### src/rtl/pcle_pkg.sv
// Shared widths and handshake state encoding for the
// loadable wrap-counting counter.
package pcle_pkg;

   localparam int PCLE_WIDTH  = 8;
   localparam int PCLE_WRAP_W = 4;

   typedef enum logic [0:0] {
      ST_IDLE = 1'b0,
      ST_PEND = 1'b1
   } pcle_st_e;

endpackage

### src/rtl/pcle_next_state.sv
// Combinational next-state and carry generation.
// Idle cycles clear the counter; there is no hold mode.
module pcle_next_state
   import pcle_pkg::*;
#(
   parameter int WIDTH = PCLE_WIDTH
) (
   input  logic [WIDTH-1:0] q,
   input  logic [WIDTH-1:0] d,
   input  logic             ld,
   input  logic             en,
   input  logic             inh,
   output logic [WIDTH-1:0] nxt,
   output logic             carry
);

   localparam logic [WIDTH-1:0] ONE = {{(WIDTH-1){1'b0}}, 1'b1};

   logic cnt_act;

   assign cnt_act = ~ld & en & ~inh;

   always_comb begin
      nxt = '0;
      if (ld) begin
         nxt = d;
      end else if (cnt_act) begin
         nxt = q + ONE;
      end
   end

   // A load of all ones is never a wrap.
   assign carry = cnt_act & (&q);

endmodule

### src/rtl/pcle_cnt_reg.sv
// Counter register with carry pulse and a saturating
// pending-wrap counter handshaked via tc_req/tc_ack.
module pcle_cnt_reg
   import pcle_pkg::*;
#(
   parameter int WIDTH  = PCLE_WIDTH,
   parameter int WRAP_W = PCLE_WRAP_W
) (
   input  logic              clk,
   input  logic              rst,
   input  logic              ld,
   input  logic [WIDTH-1:0]  d,
   input  logic              en,
   input  logic              inh,
   input  logic              tc_ack,
   output logic [WIDTH-1:0]  q,
   output logic              co,
   output logic              tc_req,
   output logic [WRAP_W-1:0] wrap_pend
);

   localparam logic [WRAP_W-1:0] WP_ONE = {{(WRAP_W-1){1'b0}}, 1'b1};
   localparam logic [WRAP_W-1:0] WP_MAX = '1;

   logic [WIDTH-1:0]  q_q, q_d;
   logic              co_q, co_d;
   logic [WRAP_W-1:0] wp_q, wp_d;
   pcle_st_e          st_q, st_d;
   logic              wrap;
   logic              ack_ok;

   pcle_next_state #(
      .WIDTH (WIDTH)
   ) u_nxt (
      .q     (q_q),
      .d     (d),
      .ld    (ld),
      .en    (en),
      .inh   (inh),
      .nxt   (q_d),
      .carry (wrap)
   );

   assign co_d   = wrap;
   assign ack_ok = tc_ack & (wp_q != '0);

   always_comb begin
      wp_d = wp_q;
      if (wrap && !ack_ok) begin
         if (wp_q != WP_MAX) begin
            wp_d = wp_q + WP_ONE;
         end
      end else if (ack_ok && !wrap) begin
         wp_d = wp_q - WP_ONE;
      end
   end

   always_comb begin
      st_d = st_q;
      unique case (st_q)
         ST_IDLE: begin
            if (wrap) begin
               st_d = ST_PEND;
            end
         end
         ST_PEND: begin
            if (ack_ok && !wrap && wp_q == WP_ONE) begin
               st_d = ST_IDLE;
            end
         end
         default: st_d = ST_IDLE;
      endcase
   end

   always_ff @(posedge clk) begin
      if (rst) begin
         q_q  <= '0;
         co_q <= 1'b0;
         wp_q <= '0;
         st_q <= ST_IDLE;
      end else begin
         q_q  <= q_d;
         co_q <= co_d;
         wp_q <= wp_d;
         st_q <= st_d;
      end
   end

   assign q         = q_q;
   assign co        = co_q;
   assign wrap_pend = wp_q;
   assign tc_req    = (wp_q != '0);

endmodule

### config.mk
export PLATFORM = sky130hd
export DESIGN_NAME = pcle_cnt_reg
export DESIGN_NICKNAME = d
export VERILOG_FILES = /design/src/rtl/pcle_pkg.sv /design/src/rtl/pcle_next_state.sv /design/src/rtl/pcle_cnt_reg.sv
export SDC_FILE = /design/constraint.sdc
export NUM_CORES = 1
export LEC_CHECK = 0
export ABC_AREA = 1
export BUFFER_PORTS_ARGS = -buffer_cell sky130_fd_sc_hd__buf_2
export CORE_MARGIN = 2
export CORE_UTILIZATION = 25
export DETAILED_ROUTE_END_ITERATION = 10
export PLACE_DENSITY_LB_ADDON = 0.15
export SETUP_SLACK_MARGIN = 0.1
export SLEW_MARGIN = 20
export SYNTH_ARGS = -nofsm -noshare
export SYNTH_HDL_FRONTEND = slang
export SYNTH_SLANG_ARGS = --single-unit
### constraint.sdc
create_clock -name clk -period 5.4 [get_ports clk]
set_input_delay 0.81 -clock clk [delete_from_list [all_inputs] [get_ports clk]]
set_output_delay 0.81 -clock clk [all_outputs]
set_load 0.1 [all_outputs]
==> impl_metrics.env, run 1 <==
export IMPL_clockRootBuffer="clkbuf_4"
export IMPL_clkTransAtPathRegs_ns=0.09
export IMPL_fin_skew_ns=0.00627
export IMPL_rsz0062_at_grt="false"
export IMPL_nets=160
export IMPL_ys_warn_count=0
export IMPL_port_buffers=27
export IMPL_grt_pass1_vias=746
export IMPL_antenna_left=0
export IMPL_cp_slowest_cell="ha_1"
export IMPL_place_area_mm2=0.00101
export IMPL_slew_violations=0
export IMPL_p_per_area_mw_per_mm2=201
export IMPL_critPathMaxStageDelay_ns=0.33
export IMPL_power_uw=208
export IMPL_path_max_fanout=9
export IMPL_gr_total_overflow=0
export IMPL_syn_area_um2=833
export IMPL_finish_instance_area_mm2=0.00103
export IMPL_dieArea_mm2=0.00381
export IMPL_grt_pass1_wl_mm=3.19
export IMPL_synth_distinct_cells=27
export IMPL_crit_chain="buf_2, nor2_8, nand2_4, nor2_4, nand3_4, ha_1, nand2_1, nand2_1, nor2_1, nand3_1, nand2_1, clkinv_1, a21oi_1, nor2_1"
export IMPL_fp_dieW_um=61.7
export IMPL_peakVddDrop_v=0.0000652
export IMPL_drt_iter0_markers=16
export IMPL_clk_insertion_delay_late_ns=0.29
export IMPL_crit_required_ns=5.60
export IMPL_vias=784
export IMPL_placedCellCount=181
export IMPL_holdCritPathClass="reg2reg"
export IMPL_grt_antenna_before_repair=0
export IMPL_track_usage_pct=11.8
export IMPL_syn_num_nets=130
export IMPL_critical_path_class="in2reg"
export IMPL_numCtsBuffers=3
export IMPL_r2r_slack_ns=3.30
export IMPL_postSynthAreaPerCell_um2=7.44
export IMPL_run_status="complete, no violations"
export IMPL_drcViolationCount=0
export IMPL_p_leak_uw=0.000502
export IMPL_tightest_slew_ns=0.487
export IMPL_fp_dieH_um=61.7
export IMPL_end_kind="register"
export IMPL_max_freq_mhz=454
export IMPL_initial_core_util_pct=26.9
export IMPL_crit_top_cell="nand2_1"
export IMPL_startpoint_type="input port"
export IMPL_finalSetupTns_ns=0
export IMPL_whs_ns=0.553
export IMPL_ctsResizeCount=0
export IMPL_routed_wirelength_mm=1.91
export IMPL_timing_final_crit_share_pct=40.8
export IMPL_cp_arrival_ns=2.40
export IMPL_grt_max_degree=12
export IMPL_dp_hpwl_mm=1.46
export IMPL_vias_per_cell=4.24
export IMPL_first_pass_iters=4
export IMPL_cap_violations=0
export IMPL_htreeDepth=1
export IMPL_ys_ff_latch=13
export IMPL_instances_no_fill=185
export IMPL_rows=20
export IMPL_gp_congestion=0.773
export IMPL_period_minus_slack_ns=2.20
export IMPL_syn_to_final_growth_pct=24.2
export IMPL_io_pins=28
export IMPL_core_area_mm2=0.00310
export IMPL_maxSlewHeadroom_pct=67.8
export IMPL_clk_path_buf_depth=2
export IMPL_post_cts_setup_buffers=0
export IMPL_synth_cells=112
export IMPL_layout_drive_gt1_share_pct=34.8
export IMPL_antenna_cells=0
export IMPL_cts_sinks=13
export IMPL_report_final_setup_viol=0
export IMPL_cts_tree="built"
export IMPL_ys_seq_area_share_pct=31.2
export IMPL_cts_hold_buf=0
export IMPL_hold_viol=0
export IMPL_wl_per_cell_um=10.3
[state kept, by name (all words and copies together) (netlist names)]
name,flops
co,1
wrap_pend,4
q,8
[cell usage after synthesis, drive strengths merged]
master / number / area [µm²]
inv: 10 / 37.5
fa: 1 / 20.0
nand2: 29 / 141
o21ai: 5 / 36.3
or2: 3 / 18.8
nand3: 10 / 62.6
clkinv: 1 / 3.75
buf: 1 / 11.3
nor2: 19 / 105
nor3: 1 / 5.00
ha: 3 / 37.5
dfxtp: 13 / 260
a21oi: 12 / 63.8
o21bai: 1 / 11.3
clkbuf: 1 / 3.75
nand4: 1 / 6.26
xor2: 1 / 8.76
[area by class of cell]
| type | instances | area [µm²] |
|---|---|---|
| fill | 368 | 2070 |
| multi-input combinational | 86 | 517 |
| sequential | 13 | 260 |
| timing repair buffer | 27 | 135 |
| tap | 44 | 55.1 |
| inverter | 11 | 41.3 |
| clock buffer | 4 | 26.3 |
[kinds of logic after synthesis]
group,share of synthesized area (%)
XOR/XNOR,1.05
AND/OR/NAND/NOR,40.7
flip-flops,31.2
buffers and inverters,6.76
AO/OA/AOI/OAI,13.4
adder cells (fa/ha/maj),6.91
[cell usage in the layout (no fill, tap or decap)]
cell,n
dfxtp_1,13
fa_1,1
xor2_1,1
inv_2,1
nand2_4,3
o21ai_1,2
nand2_1,22
a21oi_1,11
o21bai_2,1
buf_2,27
nand2_2,4
clkbuf_4,3
o21ai_0,2
a21oi_2,1
o21ai_4,1
or2_2,3
nand4_1,1
clkinv_1,1
ha_1,3
clkbuf_1,1
nor3_1,1
nor2_8,1
nor2_2,1
nor2_4,2
nand3_1,9
nor2_1,15
nand3_4,1
inv_1,9
[layer usage]
metal | vias up | share of wire (%) | GRT usage, %
li1 | 417 | - | -
met4 | 0 | 3.3 | 8.21
met3 | 5 | 4.9 | 2.69
met1 | 339 | 52 | 16.3
met5 | - | 0 | 0
met2 | 23 | 40 | 16.1
[critical path, delay by kind of cell]
family	cells	cell delay, ns
buffers and inverters	2	0.25
and+or+nand+nor	10	0.88
adders and majority gates	1	0.33
AOI/OAI and AO/OA	1	0.12
[where the power goes]
group	leakage [µW]	switching, µW	internal [µW]
combinational	0.000381	30.3	9.27
sequential	0.000106	3.93	98.6
clock	0.0000150	37.2	28.8
total	0.000502	71.5	137
[through the flow]
step	worst slack [ns]	util, %
after floorplan	2.51	-
after global placement	2.91	32.5
after detailed placement	2.87	32.5
after CTS	3.18	33.3
after global routing	3.01	33.3
final	3.20	33.3
[final timing paths]
kind,start,cells past startpoint,to
setup / recovery,ld,14,wrap_pend[3]
setup reg to reg,q[0],13,wrap_pend[3]
hold reg to reg,wrap_pend[2],2,wrap_pend[2]
hold / removal,wrap_pend[2],2,wrap_pend[2]
(Power assumes the default switching activity.)
==> inputs of run 2 (changes only) <==
Clock period 5.4 ns to 2.1 ns, I/O delays scaled along.
==> run 2 against run 1 <==
  * Flip-flop and latch count unchanged
  * First-iteration DRC count increased by 56%
  * Combinational power rose to 2.7 times the previous value
  * Final area grew 12%
  * Utilization increased by 4.0 points
  * Critical endpoint is now wrap_pend[2]
  * Non-clock buffer count rose by 3
  * Largest power group unchanged
==> impl_metrics.env, run 2 (synthesis results as in run 1) <==
export IMPL_maxSlewHeadroom_pct=67.6
export IMPL_holdPathEnd="q[2]"
export IMPL_slew_violations=0
export IMPL_run_status="complete, no violations"
export IMPL_clk_insertion_delay_late_ns=0.29
export IMPL_initial_core_util_pct=26.9
export IMPL_final_common_cell="buf_2"
export IMPL_antenna_cells=0
export IMPL_layout_drive_gt1_share_pct=49.3
export IMPL_grt_pass1_vias=712
export IMPL_peakVddDrop_v=0.000242
export IMPL_vias=784
export IMPL_grt_antenna_before_repair=0
export IMPL_finalSetupTns_ns=0
export IMPL_timing_final_crit_share_pct=88.4
export IMPL_fin_skew_ns=0.00355
export IMPL_antenna_left=0
export IMPL_largest_reg_flops=8
export IMPL_r2r_slack_ns=0.24
export IMPL_rows=20
export IMPL_dieArea_mm2=0.00381
export IMPL_p_per_area_mw_per_mm2=459
export IMPL_port_buffers=27
export IMPL_finish_instance_area_mm2=0.00116
export IMPL_critical_path_class="reg2reg"
export IMPL_gr_total_overflow=0
export IMPL_io_pins=28
export IMPL_layout_common_cells="27 x buf_2, 22 x nand2_1, 13 x nor2_1"
export IMPL_htreeDepth=1
export IMPL_r2r_end="wrap_pend[2]"
export IMPL_tightest_slew_ns=0.490
export IMPL_clkTransAtPathRegs_ns=0.09
export IMPL_first_pass_iters=4
export IMPL_fp_dieW_um=61.7
export IMPL_place_area_mm2=0.00109
export IMPL_routed_wirelength_mm=1.97
export IMPL_p_leak_uw=0.000539
export IMPL_end_kind="register"
export IMPL_grt_max_degree=12
export IMPL_report_final_setup_viol=0
export IMPL_r2r_cells=9
export IMPL_holdCritPathClass="in2reg"
export IMPL_crit_required_ns=2.32
export IMPL_period_minus_slack_ns=1.86
export IMPL_wl_per_cell_um=10.5
export IMPL_gp_congestion=0.793
export IMPL_cap_violations=0
export IMPL_drt_iter0_markers=25
export IMPL_track_usage_pct=11.7
export IMPL_numCtsBuffers=3
export IMPL_grt_pass1_wl_mm=3.16
export IMPL_cp_arrival_ns=2.08
export IMPL_hold_viol=0
export IMPL_syn_to_final_growth_pct=39.0
export IMPL_core_area_mm2=0.00310
export IMPL_rsz0062_at_grt="false"
export IMPL_max_freq_mhz=539
export IMPL_nets=163
export IMPL_placedCellCount=181
export IMPL_startpoint_type="register"
export IMPL_vias_per_cell=4.17
export IMPL_r2r_start="q[0]"
export IMPL_clockRootBuffer="clkbuf_4"
export IMPL_path_max_fanout=4
export IMPL_dp_hpwl_mm=1.50
export IMPL_clk_path_buf_depth=2
export IMPL_instances_no_fill=188
export IMPL_drcViolationCount=0
export IMPL_min_from="d[2]"
export IMPL_fp_dieH_um=61.7
export IMPL_hold_depth=3
export IMPL_cts_tree="built"
export IMPL_cts_sinks=13
[run 2: changes by cell type in the layout (fill, tap and decap cells not counted), moves of 3 or more]
cell	before	now
dfxtp_1	13	1
dfxtp_4	0	8
dfxtp_2	0	4
buf_4	0	3
ha_1	3	0
ha_4	0	3
[run 2: through the flow]
step           util [%]  hold slack (ns)  power [µW]  worst slack (ns)
2_1_floorplan         -            0.448         342            0.0615
3_3_place_gp       35.2            0.512         367             0.156
3_5_place_dp       35.2            0.513         368             0.115
4_1_cts            36.1            0.256         538             0.176
5_1_grt            37.3            0.254         556            0.0988
6_report           37.3            0.259         532             0.243
[run 2: layout make-up]
class,instances,area [µm²]
Fill cell,349,1940
Multi-Input combinational cell,86,583
Sequential cell,13,295
Timing Repair Buffer,30,158
Tap cell,44,55.1
Inverter,11,41.3
Clock buffer,4,26.3
[run 2: critical path, cell delays in order, from the launching register on]
cell     delay (ns)
dfxtp_4        0.38
ha_4           0.14
nand3_2        0.09
nor2_4         0.12
nand3_4        0.13
buf_4          0.17
fa_1           0.37
xor2_1         0.18
nand2_2        0.08
a21oi_2        0.13
[run 2: where the power goes]
part	total, µW	switching (µW)	internal, µW
logic	105	79.1	25.8
clock network	169	95.6	73.9
registers	258	10.8	247
total	532	185	346
[run 2: what timing repair did]
item	4_1_cts	5_1_grt
endpoints found under the setup margin	0	1
hold buffers	0	0
buffers inserted	0	3
gates resized for setup	0	2
[run 2: worst max path at each step]
| stage | end | cells after the start | from |
|---|---|---|---|
| after floorplan | wrap_pend[3] | 13 | q[1] |
| after global placement | wrap_pend[3] | 14 | ld |
| after detailed placement | wrap_pend[3] | 14 | ld |
| after CTS | wrap_pend[3] | 13 | q[0] |
| after global routing | wrap_pend[3] | 14 | q[1] |
| final | wrap_pend[2] | 9 | q[0] |
[run 2: routing by layer]
layer	wire length, µm	global-route usage [%]	vias up
met1	996	15.8	341
met5	0	0	-
met3	99	3.31	4
met4	37	6.38	0
li1	-	-	423
met2	838	16.7	16
